[config.mk]
export PLATFORM = sky130hd
export DESIGN_NAME = strela_csr_ctrl
export DESIGN_NICKNAME = d
export VERILOG_FILES = /design/src/rtl/strela_csr_pkg.sv /design/src/rtl/strela_csr_fsm.sv /design/src/rtl/strela_csr_ctrl.sv
export SDC_FILE = /design/constraint.sdc
export NUM_CORES = 1
export LEC_CHECK = 0
export CAP_MARGIN = 20
export CELL_PAD_IN_SITES_DETAIL_PLACEMENT = 0
export CELL_PAD_IN_SITES_GLOBAL_PLACEMENT = 1
export CORE_MARGIN = 2
export CORE_UTILIZATION = 38
export CTS_CLUSTER_DIAMETER = 40
export CTS_CLUSTER_SIZE = 16
export DETAILED_ROUTE_END_ITERATION = 16
export GPL_ROUTABILITY_DRIVEN = 0
export PLACE_DENSITY = 0.9
export SLEW_MARGIN = 20
export SYNTH_ARGS = -nofsm -noshare
export SYNTH_HDL_FRONTEND = slang
export SYNTH_SLANG_ARGS = --single-unit
[constraint.sdc]
create_clock -name clk_i -period 4.3 [get_ports clk_i]
set_input_delay 0.43 -clock clk_i [delete_from_list [all_inputs] [get_ports clk_i]]
set_output_delay 0.43 -clock clk_i [all_outputs]
set_load 0.03 [all_outputs]
[src/rtl/strela_csr_pkg.sv]
// Shared register map, bus structs and state encoding for the STRELA test-path CSR block.
// Offsets are byte offsets within the decoded low address window.
package strela_csr_pkg;

  typedef struct packed {
    logic [31:0] addr;
    logic        write;
    logic [31:0] wdata;
    logic [3:0]  wstrb;
    logic        valid;
  } reg_req_t;

  typedef struct packed {
    logic [31:0] rdata;
    logic        error;
    logic        ready;
  } reg_rsp_t;

  localparam logic [31:0] CTRL_OFFS    = 32'h00;
  localparam logic [31:0] STATUS_OFFS  = 32'h04;
  localparam logic [31:0] CYCLES_OFFS  = 32'h08;
  localparam logic [31:0] VERSION_OFFS = 32'h0C;
  localparam logic [31:0] CH_BASE_OFFS = 32'h10;
  localparam logic [31:0] CH_STRIDE    = 32'h08;

  localparam int CTRL_START_BIT    = 0;
  localparam int CTRL_IRQ_EN_BIT   = 1;
  localparam int CTRL_SOFT_CLR_BIT = 2;
  localparam int STATUS_BUSY_BIT   = 0;
  localparam int STATUS_DONE_BIT   = 1;

  typedef enum logic {IDLE, RUN} ctrl_state_e;

  function automatic logic [31:0] apply_wstrb(input logic [31:0] old_word,
                                              input logic [31:0] wdata,
                                              input logic [3:0]  wstrb);
    logic [31:0] res;
    res = old_word;
    for (int b = 0; b < 4; b++) begin
      if (wstrb[b]) res[8*b +: 8] = wdata[8*b +: 8];
    end
    return res;
  endfunction

endpackage

[src/rtl/strela_csr_fsm.sv]
// Execute/busy/done sequencer: one-cycle start pulse, saturating run-cycle counter, sticky DONE.
// SOFT_CLR beats START; a completion set beats a same-cycle W1C.
module strela_csr_fsm (
  input  logic        clk_i,
  input  logic        rst_ni,
  input  logic        start_i,
  input  logic        clr_i,
  input  logic        w1c_i,
  input  logic        done_i,
  output logic        busy_o,
  output logic        done_o,
  output logic        execute_o,
  output logic [31:0] cycles_o
);
  import strela_csr_pkg::*;

  ctrl_state_e state_q, state_d;
  logic        exec_q, exec_d;
  logic        done_q, done_d;
  logic [31:0] cyc_q, cyc_d;

  always_ff @(posedge clk_i or negedge rst_ni) begin
    if (!rst_ni) begin
      state_q <= IDLE;
      exec_q  <= 1'b0;
      done_q  <= 1'b0;
      cyc_q   <= '0;
    end else begin
      state_q <= state_d;
      exec_q  <= exec_d;
      done_q  <= done_d;
      cyc_q   <= cyc_d;
    end
  end

  always_comb begin
    state_d = state_q;
    exec_d  = 1'b0;
    done_d  = done_q;
    cyc_d   = cyc_q;

    if (state_q == RUN && cyc_q != '1) cyc_d = cyc_q + 32'd1;
    if (w1c_i) done_d = 1'b0;

    if (clr_i) begin
      // abort keeps the last count visible for post-mortem reads
      state_d = IDLE;
      done_d  = 1'b0;
      cyc_d   = cyc_q;
    end else begin
      case (state_q)
        IDLE: begin
          if (start_i) begin
            state_d = RUN;
            exec_d  = 1'b1;
            cyc_d   = '0;
            done_d  = 1'b0;
          end
        end
        RUN: begin
          if (done_i) begin
            state_d = IDLE;
            done_d  = 1'b1;
          end
        end
        default: state_d = IDLE;
      endcase
    end
  end

  assign busy_o    = (state_q == RUN);
  assign done_o    = done_q;
  assign execute_o = exec_q;
  assign cycles_o  = cyc_q;

endmodule

[src/rtl/strela_csr_ctrl.sv]
// Register-bus CSR block: per-channel stream descriptors plus execute/busy/done control.
// Zero-wait combinational reads; channel writes are silently dropped while a run is active.
module strela_csr_ctrl #(
  parameter type         reg_req_t        = strela_csr_pkg::reg_req_t,
  parameter type         reg_rsp_t        = strela_csr_pkg::reg_rsp_t,
  parameter int unsigned INPUT_NODES_NUM  = 4,
  parameter int unsigned OUTPUT_NODES_NUM = 4,
  parameter int unsigned ADDR_DECODE_W    = 10,
  parameter logic [7:0]  HW_VERSION       = 8'h02
) (
  input  logic                               clk_i,
  input  logic                               rst_ni,
  input  reg_req_t                           reg_req_i,
  output reg_rsp_t                           reg_rsp_o,
  output logic [INPUT_NODES_NUM-1:0][31:0]   data_input_addr_o,
  output logic [INPUT_NODES_NUM-1:0][15:0]   data_input_size_o,
  output logic [INPUT_NODES_NUM-1:0][15:0]   data_input_stride_o,
  output logic [OUTPUT_NODES_NUM-1:0][31:0]  data_output_addr_o,
  output logic [OUTPUT_NODES_NUM-1:0][15:0]  data_output_size_o,
  output logic                               execute_o,
  input  logic                               done_i,
  output logic                               busy_o,
  output logic                               irq_o
);
  import strela_csr_pkg::*;

  localparam int unsigned NCH         = INPUT_NODES_NUM + OUTPUT_NODES_NUM;
  localparam logic [31:0] VERSION_VAL = {8'(INPUT_NODES_NUM), 8'(OUTPUT_NODES_NUM), 8'h00, HW_VERSION};

  logic [INPUT_NODES_NUM-1:0][31:0]  in_addr_q;
  logic [INPUT_NODES_NUM-1:0][15:0]  in_size_q, in_stride_q;
  logic [OUTPUT_NODES_NUM-1:0][31:0] out_addr_q;
  logic [OUTPUT_NODES_NUM-1:0][15:0] out_size_q;
  logic                              irq_en_q;

  logic [31:0] off, ch_rel, ch_idx, cur_word, wr_word, cycles;
  logic        ch_hi, aligned, is_ch, mapped, wr_en;
  logic        ctrl_wr, status_wr, busy, done_sticky;

  assign off     = 32'(reg_req_i.addr[ADDR_DECODE_W-1:0]);
  assign ch_rel  = off - CH_BASE_OFFS;
  assign ch_idx  = ch_rel >> 3;
  assign ch_hi   = ch_rel[2];
  assign aligned = (off[1:0] == 2'b00);
  assign is_ch   = (off >= CH_BASE_OFFS) && (ch_idx < 32'(NCH));

  // cur_word doubles as the read value and the merge base for strobed writes
  always_comb begin
    cur_word = '0;
    mapped   = 1'b0;
    if (aligned) begin
      if (off == CTRL_OFFS) begin
        mapped                    = 1'b1;
        cur_word[CTRL_IRQ_EN_BIT] = irq_en_q;
      end else if (off == STATUS_OFFS) begin
        mapped                    = 1'b1;
        cur_word[STATUS_BUSY_BIT] = busy;
        cur_word[STATUS_DONE_BIT] = done_sticky;
      end else if (off == CYCLES_OFFS) begin
        mapped   = 1'b1;
        cur_word = cycles;
      end else if (off == VERSION_OFFS) begin
        mapped   = 1'b1;
        cur_word = VERSION_VAL;
      end else if (is_ch) begin
        mapped = 1'b1;
        for (int i = 0; i < INPUT_NODES_NUM; i++) begin
          if (ch_idx == 32'(i)) cur_word = ch_hi ? {in_stride_q[i], in_size_q[i]} : in_addr_q[i];
        end
        for (int j = 0; j < OUTPUT_NODES_NUM; j++) begin
          if (ch_idx == 32'(INPUT_NODES_NUM + j)) cur_word = ch_hi ? {16'h0, out_size_q[j]} : out_addr_q[j];
        end
      end
    end
  end

  always_comb begin
    reg_rsp_o       = '0;
    reg_rsp_o.ready = 1'b1;
    reg_rsp_o.error = reg_req_i.valid & ~mapped;
    reg_rsp_o.rdata = (reg_req_i.valid & mapped) ? cur_word : 32'h0;
  end

  assign wr_en     = reg_req_i.valid & reg_req_i.write & mapped;
  assign ctrl_wr   = wr_en & (off == CTRL_OFFS) & reg_req_i.wstrb[0];
  assign status_wr = wr_en & (off == STATUS_OFFS) & reg_req_i.wstrb[0];
  assign wr_word   = apply_wstrb(cur_word, reg_req_i.wdata, reg_req_i.wstrb);

  always_ff @(posedge clk_i or negedge rst_ni) begin
    if (!rst_ni) begin
      in_addr_q   <= '0;
      in_size_q   <= '0;
      in_stride_q <= '0;
      out_addr_q  <= '0;
      out_size_q  <= '0;
      irq_en_q    <= 1'b0;
    end else begin
      if (ctrl_wr) irq_en_q <= reg_req_i.wdata[CTRL_IRQ_EN_BIT];
      if (wr_en && is_ch && !busy) begin
        for (int i = 0; i < INPUT_NODES_NUM; i++) begin
          if (ch_idx == 32'(i)) begin
            if (ch_hi) {in_stride_q[i], in_size_q[i]} <= wr_word;
            else       in_addr_q[i]                   <= wr_word;
          end
        end
        for (int j = 0; j < OUTPUT_NODES_NUM; j++) begin
          if (ch_idx == 32'(INPUT_NODES_NUM + j)) begin
            if (ch_hi) out_size_q[j] <= wr_word[15:0];
            else       out_addr_q[j] <= wr_word;
          end
        end
      end
    end
  end

  strela_csr_fsm u_fsm (
    .clk_i     (clk_i),
    .rst_ni    (rst_ni),
    .start_i   (ctrl_wr & reg_req_i.wdata[CTRL_START_BIT]),
    .clr_i     (ctrl_wr & reg_req_i.wdata[CTRL_SOFT_CLR_BIT]),
    .w1c_i     (status_wr & reg_req_i.wdata[STATUS_DONE_BIT]),
    .done_i    (done_i),
    .busy_o    (busy),
    .done_o    (done_sticky),
    .execute_o (execute_o),
    .cycles_o  (cycles)
  );

  assign busy_o              = busy;
  assign irq_o               = done_sticky & irq_en_q;
  assign data_input_addr_o   = in_addr_q;
  assign data_input_size_o   = in_size_q;
  assign data_input_stride_o = in_stride_q;
  assign data_output_addr_o  = out_addr_q;
  assign data_output_size_o  = out_size_q;

endmodule

# Word-level counts from Yosys, hierarchy flattened
# Index checks and enable logic that the tools add are counted.
[word_totals]
ff_bits = 484
latch_bits = 0
ramBits = 0
mem_bits_ro = 0
input_bits = 73
output_inout_bits = 485
elab_cells = 129
memories = 0
[classes]
n_addsub = 2
mul = 0
div_mod_pow = 0
n_lt_le_gt_ge = 2
n_eq_ne = 11
shift = 0
muxes = 50
bitwise = 15
n_reduce_logical = 24
[ops]
columns = ["operator", "n"]
rows = [
  ["32-bit two-way mux", 24],
  ["29-bit by 3-bit equality test with 1-bit output (second input constant)", 4],
  ["32-bit zero test", 2],
  ["30-bit two-way mux", 2],
  ["29-bit by 2-bit equality test with 1-bit output (second input constant)", 2],
  ["3-bit AND reduction", 16],
  ["32-bit by 1-bit adder with 32-bit output (second input constant)", 1],
  ["8-bit two-way mux", 4],
  ["32-bit != test (second input constant)", 1],
  ["29-bit by 1-bit equality test with 1-bit output (second input constant)", 1],
  ["29-bit by 4-bit less-than comparator with 1-bit output (second input constant)", 1],
  ["10-bit by 4-bit equality test with 1-bit output (second input constant)", 2],
  ["1-bit two-way mux", 17],
  ["1-bit AND", 12],
  ["10-bit by 5-bit subtractor with 11-bit output (second input constant)", 1],
  ["10-bit by 3-bit equality test with 1-bit output (second input constant)", 1],
  ["10-bit by 5-bit greater-or-equal comparator with 1-bit output (second input constant)", 1],
  ["1-bit logical AND", 4],
  ["1-bit case mux with 2 select lines", 2],
  ["1-bit NOT", 3],
  ["2-bit zero test", 1],
  ["2-bit two-way mux", 1],
  ["1-bit zero test", 1],
]

# Longest topological paths before layout
# Gate-level depths: netlist of the first run.
[logic_depth]
depth_word = 17
ltp_mapped = 16
mapped_depth_nobuf = 9

# Modules after synthesis
# A second synthesis of the first run with hierarchy kept.
[hier_totals]
hier_cells = 2591
hier_area_um2 = 24777.5
[by_module_without_submodules]
columns = ["mod", "instances", "cells_each", "area_per_inst_um2", "seq_area_each_um2"]
rows = [
  ["strela_csr_ctrl", 1, 2385, 22796.9, 11235.8],
  ["strela_csr_fsm", 1, 206, 1980.6, 875.8],
]

# Worst setup path before layout of the first run
# OpenSTA, ideal clock, no wires.
[synth_timing]
path_kind = "input to output"
from = "input reg_req_i[42] (netlist bit)"
to = "output reg_rsp_o[21] (netlist bit)"
arrival_time_ps = 3414
required_time_ps = 3870
slack_ps = 456
cell_stages = 15
n_path_buf = 7
cell_sequence = "buf_2 -> inv_1 -> clkbuf_1 -> ha_1 -> buf_2 -> buf_2 -> nand3b_1 -> or4_1 -> o31a_1 -> buf_2 -> buf_2 -> buf_2 -> a211oi_1 -> o21ai_0 -> a21oi_1"
[synth_lines]
columns = ["element", "line", "rtl"]
rows = [
  ["from (decl)", "strela_csr_ctrl.sv:13", "input reg_req_t reg_req_i,"],
  ["to (decl)", "strela_csr_ctrl.sv:14", "output reg_rsp_t reg_rsp_o,"],
]

==> results of run 1 <==
registers in the layout, summed over array words and instances, names as in the netlist:
signal,count
u_fsm.done_o,1
u_fsm.execute_o,1
u_fsm.cycles_o,32
irq_en_q,1
data_input_size_o,64
data_input_addr_o,128
data_input_stride_o,64
data_output_addr_o,128
data_output_size_o,64
u_fsm.busy_o,1
worst max-delay path, stage by stage:
cell                              delay, ns
sky130_fd_sc_hd__clkdlybuf4s50_1       0.48
sky130_fd_sc_hd__inv_1                 0.06
sky130_fd_sc_hd__ha_2                  0.54
sky130_fd_sc_hd__nand2_1               0.20
sky130_fd_sc_hd__nor4_2                0.30
sky130_fd_sc_hd__buf_12                0.25
sky130_fd_sc_hd__a22oi_1               0.14
sky130_fd_sc_hd__o21ai_0               0.64
sky130_fd_sc_hd__nand2_1               0.10
sky130_fd_sc_hd__a21oi_1               0.23
sky130_fd_sc_hd__buf_4                 0.19
through the flow:
step	area [sq um]	util	instances	setup slack (ns)
2_1_floorplan	25630	-	2928	0.4563
3_3_place_gp	31830	0.4757	4196	0.3776
3_5_place_dp	31830	0.4757	4196	0.3746
4_1_cts	34780	0.5197	4352	0.3526
5_1_grt	34780	0.5197	4352	0.1456
6_report	34780	0.5197	4352	0.2692
path summary, 6_finish.rpt:
kind,from,endpoint,slack [ns],cells after the start
min reg2reg,data_input_size_o[58]$_DFFE_PN0P_,data_input_size_o[58]$_DFFE_PN0P_,0.50,2
max reg2reg,u_fsm.busy_o$_DFF_PN0_,data_output_addr_o[119]$_DFFE_PN0P_,1.39,7
min,rst_ni,data_output_size_o[40]$_DFFE_PN0P_,0.45,2
max,reg_req_i[43],reg_rsp_o[11],0.27,11
min in group clk_i,data_input_size_o[58]$_DFFE_PN0P_,data_input_size_o[58]$_DFFE_PN0P_,0.50,2
max in group asynchronous,rst_ni,data_input_addr_o[29]$_DFFE_PN0P_,2.67,3
layer usage:
metal	up-vias	GRT usage	share of wire
met1	12480	0.4460	0.42
met2	1418	0.4414	0.41
met3	253	0.09881	0.11
met4	0	0.1597	0.054
li1	11380	-	-
met5	-	0	0
placed cells by master, fill, tap and decap left out, types with 11 or more instances in the layout:
cell type                         instances
sky130_fd_sc_hd__o22ai_1                 19
sky130_fd_sc_hd__clkdlybuf4s50_1        497
sky130_fd_sc_hd__a21oi_1                324
sky130_fd_sc_hd__a21o_1                  15
sky130_fd_sc_hd__clkinvlp_4              11
sky130_fd_sc_hd__mux2i_1                145
sky130_fd_sc_hd__a22oi_1                 56
sky130_fd_sc_hd__inv_1                   18
sky130_fd_sc_hd__buf_4                  134
sky130_fd_sc_hd__o21ai_1                 83
sky130_fd_sc_hd__a211oi_1                11
sky130_fd_sc_hd__or3_1                   13
sky130_fd_sc_hd__dfrtp_1                484
sky130_fd_sc_hd__o21a_1                  16
sky130_fd_sc_hd__nand2_1                458
sky130_fd_sc_hd__nand3_1                 49
sky130_fd_sc_hd__and3_1                  11
sky130_fd_sc_hd__buf_12                  17
sky130_fd_sc_hd__o21ai_0                378
sky130_fd_sc_hd__mux4_2                  18
sky130_fd_sc_hd__nor3_1                  20
sky130_fd_sc_hd__o31ai_1                 26
sky130_fd_sc_hd__a22o_1                  16
sky130_fd_sc_hd__a31oi_1                 33
sky130_fd_sc_hd__clkbuf_16               87
sky130_fd_sc_hd__nand4_1                 15
sky130_fd_sc_hd__inv_6                   16
sky130_fd_sc_hd__nor2_1                 292
logic make-up (layout without fill, tap and decap cells):
group                      Yosys count  after routing  share of synthesized area
and+or+nand+nor                    928            928                     0.1522
DFF                                484            484                     0.4726
xor gates and xnor gates            17             17                   0.005809
buffers and inverters              278            829                    0.05482
muxes                              168            168                    0.07464
adders and majority gates            3              3                   0.001465
AOI/OAI and AO/OA                 1049           1049                     0.2384
other                                1              1                  0.0001463
power groups by stage:
stage | sequential, W | clock [W] | combinational [W]
floorplan | 0.00477 | 0 | 0.000472
global placement | 0.00471 | 0 | 0.00101
detailed placement | 0.00471 | 0 | 0.00102
CTS | 0.00463 | 0.00702 | 0.00102
global route | 0.00463 | 0.00722 | 0.00110
finish | 0.00463 | 0.00695 | 0.00104
layout make-up:
| cell class | count | area [sq um] |
|---|---|---|
| Multi-Input combinational cell | 2166 | 12190 |
| Clock buffer | 99 | 2282 |
| Sequential cell | 484 | 12110 |
| Fill cell | 6125 | 32140 |
| Tap cell | 873 | 1092 |
| Timing Repair Buffer | 653 | 6371 |
| Inverter | 21 | 80.08 |
| Clock inverter | 56 | 654.4 |
==> results, run 1 <==
- The most frequent cell after synthesis is sky130_fd_sc_hd__dfrtp_1.
- The register area share after synthesis is 0.4726.
- In this run, CTS created clock tree buffers numbering 84.
- The maximum number of pins on one net before global-route repair is 105.
- The net switching share of the total power is 0.2652.
- The number of setup buffers added after CTS is 0.
- The initial antenna violation count is 1.
- Gates resized during post-CTS repair numbered 0.
- Counting every net in the synthesized netlist gives 3,004.
- Counting I/O delays and the setup requirement, the final critical path takes 4.031 ns.
- The floorplan step defined a die boundary enclosing 69,540 sq um.
- For the worst-skew pair, the clock arrives at the later sink with an insertion delay of 0.63 ns.
- The clock group share of total power is 0.550.
- Ranked by instance count, the synthesized netlist is headed by sky130_fd_sc_hd__dfrtp_1, sky130_fd_sc_hd__nand2_1, sky130_fd_sc_hd__o21ai_0.
- In this run, synthesis produced a sequential element count of 484.
- The count of final hold-check violations is 0.
- The worst setup path is launched from an input pin.
- The via count of the routed design is 25.53k.
- The first detailed-routing pass took 6 iterations.
- The critical path is of the in -> out type.
- Power spread over the standard cell area amounts to 362.8 nW/um^2.
- From synthesis to final layout, the design area changed by 35.71%.
- The flip-flop cell with the highest count after synthesis is sky130_fd_sc_hd__dfrtp_1.
- The static leakage power is 14.30 nW.
- The number of buffer cells added on primary ports is 534.
- The number of global-route vias before repair came to 23.82k.
- The gate count of the mapped netlist is 2,928.
- The overflow left after global routing is 0.
- The share of the clock period used by the worst path after layout is 0.9374.
- The via count normalized by instance count is 5.865.
- The relative max-transition margin is 0.2649.
- Setup repair after global routing left no endpoint under its margin.
- The number of nets in the layout is 3,486.
- Setup violations remaining at the end of the flow were counted as 0.
- The arrival time of the worst setup path is 3.60 ns.
- The half-perimeter wire length after detailed placement is 83,030 um.
- The H-tree was split into 3 levels.
- Summed over all nets, the switching power comes to 0.003346 W.
- The netlist uses 85 different library cells.
- After detailed routing, the average wire length per cell comes to 26.08 um.
- Clock-pin slew was measured on the worst setup and hold paths at 0.06 ns.
- The largest area contributor in the netlist is sky130_fd_sc_hd__dfrtp_1.
- The number of nets still failing antenna checks after routing is 0.
- The initialized floorplan defines 95 standard-cell rows.
- The run finished with clean final reports.
- The fraction of final layout cells sized beyond drive strength 1 is 0.1104.
- After detailed routing, the number of remaining DRC violations is 0.
- The worst slack on hold paths is 0.4528 ns.
- The clock tree skew after final layout is 0.02612 ns.
- The share of Yosys cell area claimed by the top area cell type is 0.4726.
- CTS saw 484 sinks.
- The die extent in y is 263.7 um.
- For this run, the total global-route usage over all layers was measured as 0.3183.
- Of all flip-flops after synthesis, the portion carrying an async set or reset was 1.000.
- The kind of end point of the critical path is an output port.
- The data required time of the critical path is 3.87 ns.
- In this run the count of I/O pins placed on the die edge is 558.
- Counting flops with a built-in enable in the synthesized netlist gives 0.
- The placeable core region is 66,920 sq um.
- Adding up every negative setup slack in the final design gives 0 ns.
- The first global-routing pass estimated 165,400 um of wire.
- The number of buffers added to fix hold violations after cts is 1.
- The deepest clock path buffer count is 3.
- The initial standard-cell utilization of the core is 0.3830.
- The max-slew violation total from the final report is 0.
- By area the synthesized netlist is led by sky130_fd_sc_hd__dfrtp_1, sky130_fd_sc_hd__o21ai_0, sky130_fd_sc_hd__nand2_1.
- For this run, the top clock speed supported by timing is 248.1 MHz.
- The die outline width is 263.7 um.
- In this run the cell area of the synthesized design comes to 25,630 sq um.
- The peak fanout along the critical path is 29.
- The cell internal power dissipation is 0.009272 W.
- After detailed routing, the total wire length is 113,500 um.
- At the pin with the least slew margin, the transition time is 1.094 ns.
- The number of synthesis warnings is 0.
- The relative contribution of combinational cells to total power is 0.083.
- Dividing the synthesized area by the synthesized cell count gives 8.753 sq um.
- After the first detailed-routing iteration, the DRC count stood at 3,420.
- The tree is rooted in a sky130_fd_sc_hd__clkbuf_16.
- The class of the tightest hold or removal check is in -> async.
- The design draws 0.01262 W.
- The share of total power dissipated in sequential elements is 0.367.
- TritonCTS built the clock tree.
- Across the run, the number of max-cap violations was 0.
- 0 antenna diodes ended up in the layout.
- The maximum VDD drop is 0.0003056 V.
Note: power is estimated with default switching activity, not from simulation.
==> run 2: changes to the inputs <==
Settings changed: CAP_MARGIN 20 to default.
==> results of run 2 <==
The final DEF is identical to that of run 1; final timing and power are the same.
